`src/rtl/seq_pkg.sv`:
```
// Shared constants for the serializer / sequence-detector slice.
// FSM encodings, default word width and the reference test pattern.
package seq_pkg;
    localparam logic [0:0]  IDLE      = 1'b0;
    localparam logic [0:0]  SHIFT     = 1'b1;
    localparam int          SER_WIDTH = 32;
    localparam logic [31:0] SEQ_PAT   = 32'h6DB4B255;
endpackage

```
`src/rtl/piso_serializer_if.sv`:
```
// Word-load handshake into the serializer: valid/data from upstream, ready back.
// The master side offers words; the slave side registers ready with no path from valid.
interface piso_serializer_if #(
    parameter int WIDTH = 32
) ();
    logic             load_valid;
    logic [WIDTH-1:0] load_data;
    logic             load_ready;

    modport master (output load_valid, output load_data, input  load_ready);
    modport slave  (input  load_valid, input  load_data, output load_ready);
endinterface

```
`src/rtl/piso_bit_counter.sv`:
```
// Modulo-WIDTH bit position counter: clear to 0, start at 1, or increment; last flags WIDTH-1.
// Single-cycle update, no backpressure.
module piso_bit_counter #(
    parameter int WIDTH = 32,
    localparam int CW   = $clog2(WIDTH)
) (
    input  logic          clk,
    input  logic          rst_n,
    input  logic          clr,
    input  logic          start,
    input  logic          inc,
    output logic [CW-1:0] cnt,
    output logic          last
);
    localparam logic [CW-1:0] LAST_POS = CW'(WIDTH - 1);

    logic [CW-1:0] cnt_q, cnt_d;

    always_comb begin
        cnt_d = cnt_q;
        if (clr) begin
            cnt_d = '0;
        end else if (start) begin
            cnt_d = CW'(1);
        end else if (inc) begin
            cnt_d = cnt_q + CW'(1);
        end
    end

    always_ff @(posedge clk or negedge rst_n) begin
        if (!rst_n) begin
            cnt_q <= '0;
        end else begin
            cnt_q <= cnt_d;
        end
    end

    assign cnt  = cnt_q;
    assign last = (cnt_q == LAST_POS);
endmodule

```
`src/rtl/piso_serializer.sv`:
```
// MSB-first word serializer with a one-word holding buffer; first bit 1 cycle after accept, gapless back-to-back.
// load_ready is a registered !hold_full: one word may queue while another shifts.
module piso_serializer
    import seq_pkg::*;
#(
    parameter int WIDTH = SER_WIDTH,
    parameter int CNT_W = 16
) (
    input  logic             clk,
    input  logic             rst_n,
    piso_serializer_if.slave ld,
    output logic             dout,
    output logic             dout_valid,
    output logic             word_start,
    output logic             word_done,
    output logic [CNT_W-1:0] words_sent
);
    localparam int CW = $clog2(WIDTH);

    logic [0:0]       state_q, state_d;
    logic [WIDTH-1:0] shreg_q, shreg_d;
    logic [WIDTH-1:0] hold_q, hold_d;
    logic             hold_full_q, hold_full_d;
    logic             load_ready_q, load_ready_d;
    logic             dout_q, dout_d;
    logic             dout_valid_q, dout_valid_d;
    logic             word_start_q, word_start_d;
    logic             word_done_q, word_done_d;
    logic [CNT_W-1:0] words_sent_q, words_sent_d;

    logic          accept;
    logic          cnt_clr, cnt_start, cnt_inc, cnt_last;
    logic [CW-1:0] cnt;

    piso_bit_counter #(.WIDTH(WIDTH)) u_cnt (
        .clk   (clk),
        .rst_n (rst_n),
        .clr   (cnt_clr),
        .start (cnt_start),
        .inc   (cnt_inc),
        .cnt   (cnt),
        .last  (cnt_last)
    );

    assign accept = ld.load_valid && load_ready_q;

    always_comb begin
        state_d      = state_q;
        shreg_d      = shreg_q;
        hold_d       = hold_q;
        hold_full_d  = hold_full_q;
        dout_d       = 1'b0;
        dout_valid_d = 1'b0;
        word_start_d = 1'b0;
        word_done_d  = 1'b0;
        words_sent_d = words_sent_q;
        cnt_clr      = 1'b0;
        cnt_start    = 1'b0;
        cnt_inc      = 1'b0;

        if (state_q == IDLE) begin
            if (accept) begin
                dout_d       = ld.load_data[WIDTH-1];
                dout_valid_d = 1'b1;
                word_start_d = 1'b1;
                shreg_d      = ld.load_data << 1;
                cnt_start    = 1'b1;
                state_d      = SHIFT;
            end else begin
                cnt_clr = 1'b1;
            end
        end else begin
            dout_valid_d = 1'b1;
            cnt_inc      = 1'b1;
            // cnt==0 in SHIFT is the first bit of a continuation word, sourced from hold if it is full
            if (cnt == '0) begin
                word_start_d = 1'b1;
                if (hold_full_q) begin
                    dout_d      = hold_q[WIDTH-1];
                    shreg_d     = hold_q << 1;
                    hold_full_d = 1'b0;
                end else begin
                    dout_d  = shreg_q[WIDTH-1];
                    shreg_d = shreg_q << 1;
                end
            end else begin
                dout_d  = shreg_q[WIDTH-1];
                shreg_d = shreg_q << 1;
            end

            if (cnt_last) begin
                word_done_d  = 1'b1;
                words_sent_d = words_sent_q + CNT_W'(1);
                if (!hold_full_q) begin
                    if (accept) begin
                        shreg_d = ld.load_data;
                    end else begin
                        state_d = IDLE;
                        cnt_clr = 1'b1;
                        cnt_inc = 1'b0;
                    end
                end
            end else if (accept) begin
                hold_d      = ld.load_data;
                hold_full_d = 1'b1;
            end
        end

        load_ready_d = !hold_full_d;
    end

    always_ff @(posedge clk or negedge rst_n) begin
        if (!rst_n) begin
            state_q      <= IDLE;
            shreg_q      <= '0;
            hold_q       <= '0;
            hold_full_q  <= 1'b0;
            load_ready_q <= 1'b1;
            dout_q       <= 1'b0;
            dout_valid_q <= 1'b0;
            word_start_q <= 1'b0;
            word_done_q  <= 1'b0;
            words_sent_q <= '0;
        end else begin
            state_q      <= state_d;
            shreg_q      <= shreg_d;
            hold_q       <= hold_d;
            hold_full_q  <= hold_full_d;
            load_ready_q <= load_ready_d;
            dout_q       <= dout_d;
            dout_valid_q <= dout_valid_d;
            word_start_q <= word_start_d;
            word_done_q  <= word_done_d;
            words_sent_q <= words_sent_d;
        end
    end

    assign ld.load_ready = load_ready_q;
    assign dout          = dout_q;
    assign dout_valid    = dout_valid_q;
    assign word_start    = word_start_q;
    assign word_done     = word_done_q;
    assign words_sent    = words_sent_q;
endmodule
```
`src/flat_wrapper.sv`:
```
// flat-port wrapper written by rule: the top's interface ports become plain ports
module piso_serializer_flat import seq_pkg::*;
#(
    parameter int WIDTH = SER_WIDTH,
    parameter int CNT_W = 16
)
  (clk, rst_n, dout, dout_valid, word_start, word_done, words_sent, ld_load_valid, ld_load_data, ld_load_ready);
  piso_serializer_if #(.WIDTH(WIDTH)) ld_i ();
  input  logic clk;
  input  logic rst_n;
  output logic dout;
  output logic dout_valid;
  output logic word_start;
  output logic word_done;
  output logic [CNT_W-1:0] words_sent;
  input wire logic [$bits(ld_i.load_valid)-1:0] ld_load_valid;
  input wire logic [$bits(ld_i.load_data)-1:0] ld_load_data;
  output wire logic [$bits(ld_i.load_ready)-1:0] ld_load_ready;
  assign ld_i.load_valid = ld_load_valid;
  assign ld_i.load_data = ld_load_data;
  assign ld_load_ready = ld_i.load_ready;
  piso_serializer #(.WIDTH(WIDTH), .CNT_W(CNT_W)) u_core (.clk(clk), .rst_n(rst_n), .ld(ld_i), .dout(dout), .dout_valid(dout_valid), .word_start(word_start), .word_done(word_done), .words_sent(words_sent));
endmodule
```
`config.mk`:
```
export PLATFORM = sky130hd
export DESIGN_NAME = piso_serializer_flat
export DESIGN_NICKNAME = d
export VERILOG_FILES = /design/src/rtl/seq_pkg.sv /design/src/rtl/piso_serializer_if.sv /design/src/rtl/piso_bit_counter.sv /design/src/rtl/piso_serializer.sv /design/src/flat_wrapper.sv
export SDC_FILE = /design/constraint.sdc
export NUM_CORES = 1
export LEC_CHECK = 0
export CAP_MARGIN = 20
export CORE_UTILIZATION = 65
export DETAILED_ROUTE_END_ITERATION = 12
export DONT_BUFFER_PORTS = 1
export PLACE_DENSITY = 0.84
export SLEW_MARGIN = 20
export SYNTH_ARGS = -nofsm -noshare
export SYNTH_HDL_FRONTEND = slang
export SYNTH_HIERARCHICAL = 1
export SYNTH_SLANG_ARGS = --single-unit
```
`constraint.sdc`:
```
create_clock -name clk -period 5.9 [get_ports clk]
set_clock_uncertainty 0.05 [all_clocks]
set_input_delay 1.18 -clock clk [delete_from_list [all_inputs] [get_ports clk]]
set_output_delay 1.18 -clock clk [all_outputs]
set_load 0.01 [all_outputs]
```
Word level (Yosys, flattened, before mapping):

Cells that the tools add are included.

* flip-flop bits (word level): 92
* output and inout bits: 21
* word-level logic and storage cells: 55

* add/sub/neg operators: 2
* equality and inequality tests: 1
* mux-type cells: 33
* bitwise operators: 1
* reductions and logical operators: 7

Operators by type and width (number)
* $mux 32: 7
* $mux 1: 23
* $add 16x1->16 const B: 1
* $mux 5: 3
* $add 5x1->5 const B: 1
* $eq 5x5->1 const B: 1
* $logic_not 5->1: 1
* $reduce_and 3->1: 1
* $reduce_bool 3->1: 1
* $reduce_and 2->1: 1
* $reduce_bool 2->1: 1
* $logic_and 1x1->1: 1
* $logic_not 1->1: 1
* $not 1->1: 1

Longest topological paths before layout:

* depth after elaboration: 8
* gate-level depth with buffers: 9
* gate-level depth less buffers: 9

Modules after synthesis:

The synthesis kept the hierarchy.

By module, submodules not included
* piso_serializer: instances 1, cells each 404, area an instance 4216.5 um^2, sequential area each 2178.3 um^2
* piso_bit_counter: instances 1, cells each 24, area an instance 290.3 um^2, sequential area each 125.1 um^2

Worst setup path after synthesis:

No wires, ideal clock.

* path type: input to register
* start: input port ld_load_valid
* end: register u_core.u_cnt.cnt_q[3] (netlist: u_core/u_cnt/cnt[3])
* setup time: 125 ps
* arrival: 2394 ps
* required time: 5725 ps
* setup slack: 3331 ps
* stages: 7
* cells stage by stage: and2_1 -> buf_4 -> clkbuf_1 -> o21a_1 -> buf_6 -> nand4_4 -> mux2_4

* word-level cells in the longest chain between the ends: 6

Ends and longest elaborated chain
* from (decl): RTL line flat_wrapper.sv:16 `input wire logic [$bits(ld_i.load_valid)-1:0] ld_load_valid;`
* $logic_and 1x1->1: RTL line piso_serializer.sv:45 `assign accept = ld.load_valid && load_ready_q;`
* $mux 1: RTL line piso_serializer.sv:95 `if (accept) begin`
* $mux 1: RTL line piso_serializer.sv:94 `if (!hold_full_q) begin`
* $mux 1: RTL line piso_serializer.sv:91 `if (cnt_last) begin`
* $mux 1: RTL line piso_serializer.sv:61 `if (state_q == IDLE) begin`
* named net u_core.cnt_inc: RTL line piso_serializer.sv:32 `logic cnt_clr, cnt_start, cnt_inc, cnt_last;`
* $reduce_bool 3->1 (no source line)
* to (signal assigned): RTL line piso_bit_counter.sv:34 `cnt_q <= cnt_d;`
* to (decl): RTL line piso_bit_counter.sv:17 `logic [CW-1:0] cnt_q, cnt_d;`

The timed path passes the listed nets, and every way through them passes these cells.
A chain may end at the register's enable or synchronous reset.

Worst setup path after layout:

* start: input port ld_load_valid
* end: register u_core.shreg_q[25]

* word-level cells in the longest chain between the ends: 5

Ends and longest elaborated chain
* $logic_and 1x1->1 (*): RTL line piso_serializer.sv:45
* $mux 32: RTL line piso_serializer.sv:95
* $mux 32: RTL line piso_serializer.sv:94
* $mux 32: RTL line piso_serializer.sv:91
* $mux 32: RTL line piso_serializer.sv:61
* to (signal assigned): RTL line piso_serializer.sv:126 `shreg_q <= shreg_d;`
* to (decl): RTL line piso_serializer.sv:21 `logic [WIDTH-1:0] shreg_q, shreg_d;`

Every way passes the cells marked *; elsewhere a longest branch is shown, timed or not.

==> impl_metrics.env <==
export IMPL_h_tree_depth=3
export IMPL_syn_inst=428
export IMPL_via_per_inst=6.94
export IMPL_busiest_layer="met2"
export IMPL_fin_setup_tns_ns=0
export IMPL_numCtsBuffers=9
export IMPL_num_fill_cells=453
export IMPL_synthArstFlopShare=1.00
export IMPL_vias=3423
export IMPL_row_count=29
export IMPL_ys_warn_count=6
export IMPL_syn_to_final_growth_pct=3.72
export IMPL_drive_gt1_frac=0.166
export IMPL_antenna_cells=0
export IMPL_place_gp_congestion=0.833
export IMPL_antenna_left=0
export IMPL_die_h_microns=85.3
export IMPL_grt_pass1_vias=3370
export IMPL_worstRegToRegCells=5
export IMPL_ys_types=47
export IMPL_initial_core_util=0.690
export IMPL_layout_cells_non_filler=493
export IMPL_fmax_ghz=0.321
export IMPL_clk_pin_slew_worst_paths_ns=0.09
export IMPL_p_leak_nw=2.07
export IMPL_cp_start_kind="input pin"
export IMPL_core_area_sq_mm=0.00653
export IMPL_ioPinCount=56
export IMPL_yosysSeqAreaShare=0.511
export IMPL_hold_class="reg2reg"
export IMPL_ir_drop_v=0.000225
export IMPL_io_buffers=0
export IMPL_antenna_found_initial=0
export IMPL_hold_viol_final=0
export IMPL_setup_viol=0
export IMPL_post_cts_setup_buffers=0
export IMPL_firstDrtPassIters=5
export IMPL_wl_per_cell_microns=20.4
export IMPL_first_iter_violations=333
export IMPL_layout_worst_path_cycle_share=0.529
export IMPL_grt_overflow=0
export IMPL_worstPathArrival_ns=3.31
export IMPL_dp_hpwl_microns=6020
export IMPL_die_w_microns=85.3
export IMPL_synth_edff_count=0
export IMPL_reg2reg_setup_slack_ns=3.14
export IMPL_synth_area_leader_cell="dfrtp_1"
export IMPL_criticalPathCategory="in2reg"
export IMPL_r2r_start="u_core/u_cnt/cnt[0]$_DFFE_PN0P_"
export IMPL_clock_sinks=92
export IMPL_endpoint="u_core/shreg_q[25]$_DFFE_PN0P_"
export IMPL_synthTopCellsByCount="dfrtp_1, nor2_1, mux2_2, nand2_1, nand4_1"
export IMPL_status="finished, final reports clean"
export IMPL_cts_tree="yes"
export IMPL_met3_usage=0.0661
export IMPL_synth_nets=466
export IMPL_slew_headroom=0.354
export IMPL_rsz0062_at_grt="no"
export IMPL_synth_main_ff_cell="dfrtp_1"
export IMPL_dp_cells=477
export IMPL_timing_final_crit_period_ns=3.12
export IMPL_crit_required_ns=6.09
export IMPL_clk_insertion_delay_late_ns=0.36
export IMPL_grt_max_degree=93
export IMPL_drv_slew=0
export IMPL_yosysMostFrequentCell="dfrtp_1"
export IMPL_cts_hold_buf=0
export IMPL_grt_use_met1=0.414
export IMPL_drc_errors=0
export IMPL_powerDensity_mw_per_mm2=445
export IMPL_fin_nets=449
export IMPL_worst_path_max_fanout=19
export IMPL_drt_total_wl_microns=10100
export IMPL_ys_ff_latch=92
export IMPL_avgSynthCellArea_sq_um=10.5
export IMPL_stdcell_area_sq_mm=0.00467
export IMPL_die_area_sq_mm=0.00727
export IMPL_yosys_area_top_type_share=0.505
export IMPL_worst_pin_slew_ns=0.964
export IMPL_worstSetupStartpoint="ld_load_valid"
export IMPL_cts_root_buf="clkbuf_8"
export IMPL_grt_pass1_wl_microns=16800
export IMPL_placed_cell_area_sq_mm=0.00448
export IMPL_regToRegEndpoint="u_core/hold_q[20]$_DFFE_PN0P_"
export IMPL_ys_top_cells_by_area="dfrtp_1, mux2_2, nand4_1"
export IMPL_whs_ns=0.440
export IMPL_clockBufferDepth=2
export IMPL_grtUsageMet2=0.462
export IMPL_cts_resized_gates=0
export IMPL_end_kind="flip-flop"
export IMPL_maxCapViolations=0
export IMPL_syn_area_sq_mm=0.00451
export IMPL_grt_total_usage=0.297
[critical path, cell delays in order]
cell      delay [ns]
and2_1          0.13
buf_4           0.21
nor2_1          0.65
clkinv_1        0.77
nor2_1          0.29
a31oi_1         0.06
[cells in the final DEF (no fill, tap or decap), types with 2 or more instances in the layout]
cell type  synthesis  final
nor3_2             2      2
nand3_1            5      5
dfrtp_1           91     90
mux2i_1            4      4
clkbuf_8           0      9
nor3_1             2      2
a2bb2oi_1         16     16
nand3b_1           2      2
clkinv_2           0      2
nor2_1            47     47
inv_1              3      3
and3_1            12     12
xor2_1             5      5
xnor2_1           11     11
nand2_2            1      2
nand2_1           38     37
nor4_2             2      2
a31oi_1           21     21
buf_4              3      5
o22ai_1            6      6
o31ai_1            9      9
a211oi_1           9      9
ha_1               3      3
mux2_2            38     38
and2_1             4      4
a21oi_1           11     11
clkinv_4           0      2
nand4_1           35     35
[routing by layer]
metal  vias up  wire [microns]
li1       1530               -
met1      1706            4250
met2       173            4800
met3        14             869
met4         0             137
met5         -               0
[sequential cells by signal, indices dropped and copies added (netlist names), named ones only]
register / cells
u_core/hold_q: 32
u_core/shreg_q: 32
u_core/words_sent: 16
u_core/u_cnt/cnt: 5
u_core/dout: 1
u_core/dout_valid: 1
u_core/ld.load_ready: 1
u_core/state_q: 1
u_core/word_done: 1
u_core/word_start: 1
[worst min-delay path by stage]
stage / from / end / slack [ns] / depth (start not counted)
2_1_floorplan: u_core/shreg_q[12]$_DFFE_PN0P_ / u_core/shreg_q[12]$_DFFE_PN0P_ / 0.40 / 2
3_3_place_gp: u_core/shreg_q[26]$_DFFE_PN0P_ / u_core/shreg_q[26]$_DFFE_PN0P_ / 0.41 / 2
3_5_place_dp: u_core/shreg_q[18]$_DFFE_PN0P_ / u_core/shreg_q[18]$_DFFE_PN0P_ / 0.42 / 2
4_1_cts: rst_n / u_core/shreg_q[12]$_DFFE_PN0P_ / 0.44 / 0
5_1_grt: rst_n / u_core/words_sent[13]$_DFFE_PN0P_ / 0.44 / 0
6_report: u_core/shreg_q[18]$_DFFE_PN0P_ / u_core/shreg_q[18]$_DFFE_PN0P_ / 0.44 / 2
[cell type report]
class	instances	area [sq um]	area share
sequential	92	2300	0.493
inverter	4	15.0	0.00321
tap	77	96.3	0.0206
multi-input combinational	299	2030	0.434
clock inverter	6	65.1	0.0139
timing repair buffer	5	37.5	0.00803
clock buffer	10	128	0.0273
[through the flow]
step,setup WS [ns],utilization,power [mW]
6_report,2.78,0.716,2.08
3_3_place_gp,2.66,0.686,1.62
2_1_floorplan,3.33,-,1.52
4_1_cts,2.85,0.715,2.07
5_1_grt,2.57,0.716,2.20
3_5_place_dp,2.48,0.686,1.66
[where the power goes]
part / internal (mW) / switching [mW] / leakage (nW)
clock network: 0.196 / 0.224 / 0.0962
registers: 0.880 / 0.165 / 1.14
logic: 0.317 / 0.298 / 0.841
[logic make-up (layout without fill, tap and decap cells)]
group / Yosys count / in the layout / share of synthesized area
xor gates and xnor gates: 16 / 16 / 0.0311
DFF: 92 / 92 / 0.511
and+or+nand+nor: 159 / 159 / 0.182
adders and majority gates: 3 / 3 / 0.00833
muxes: 43 / 43 / 0.107
AOI/OAI and AO/OA: 78 / 78 / 0.120
buffers and inverters: 37 / 25 / 0.0394
(Power assumes the default switching activity.)
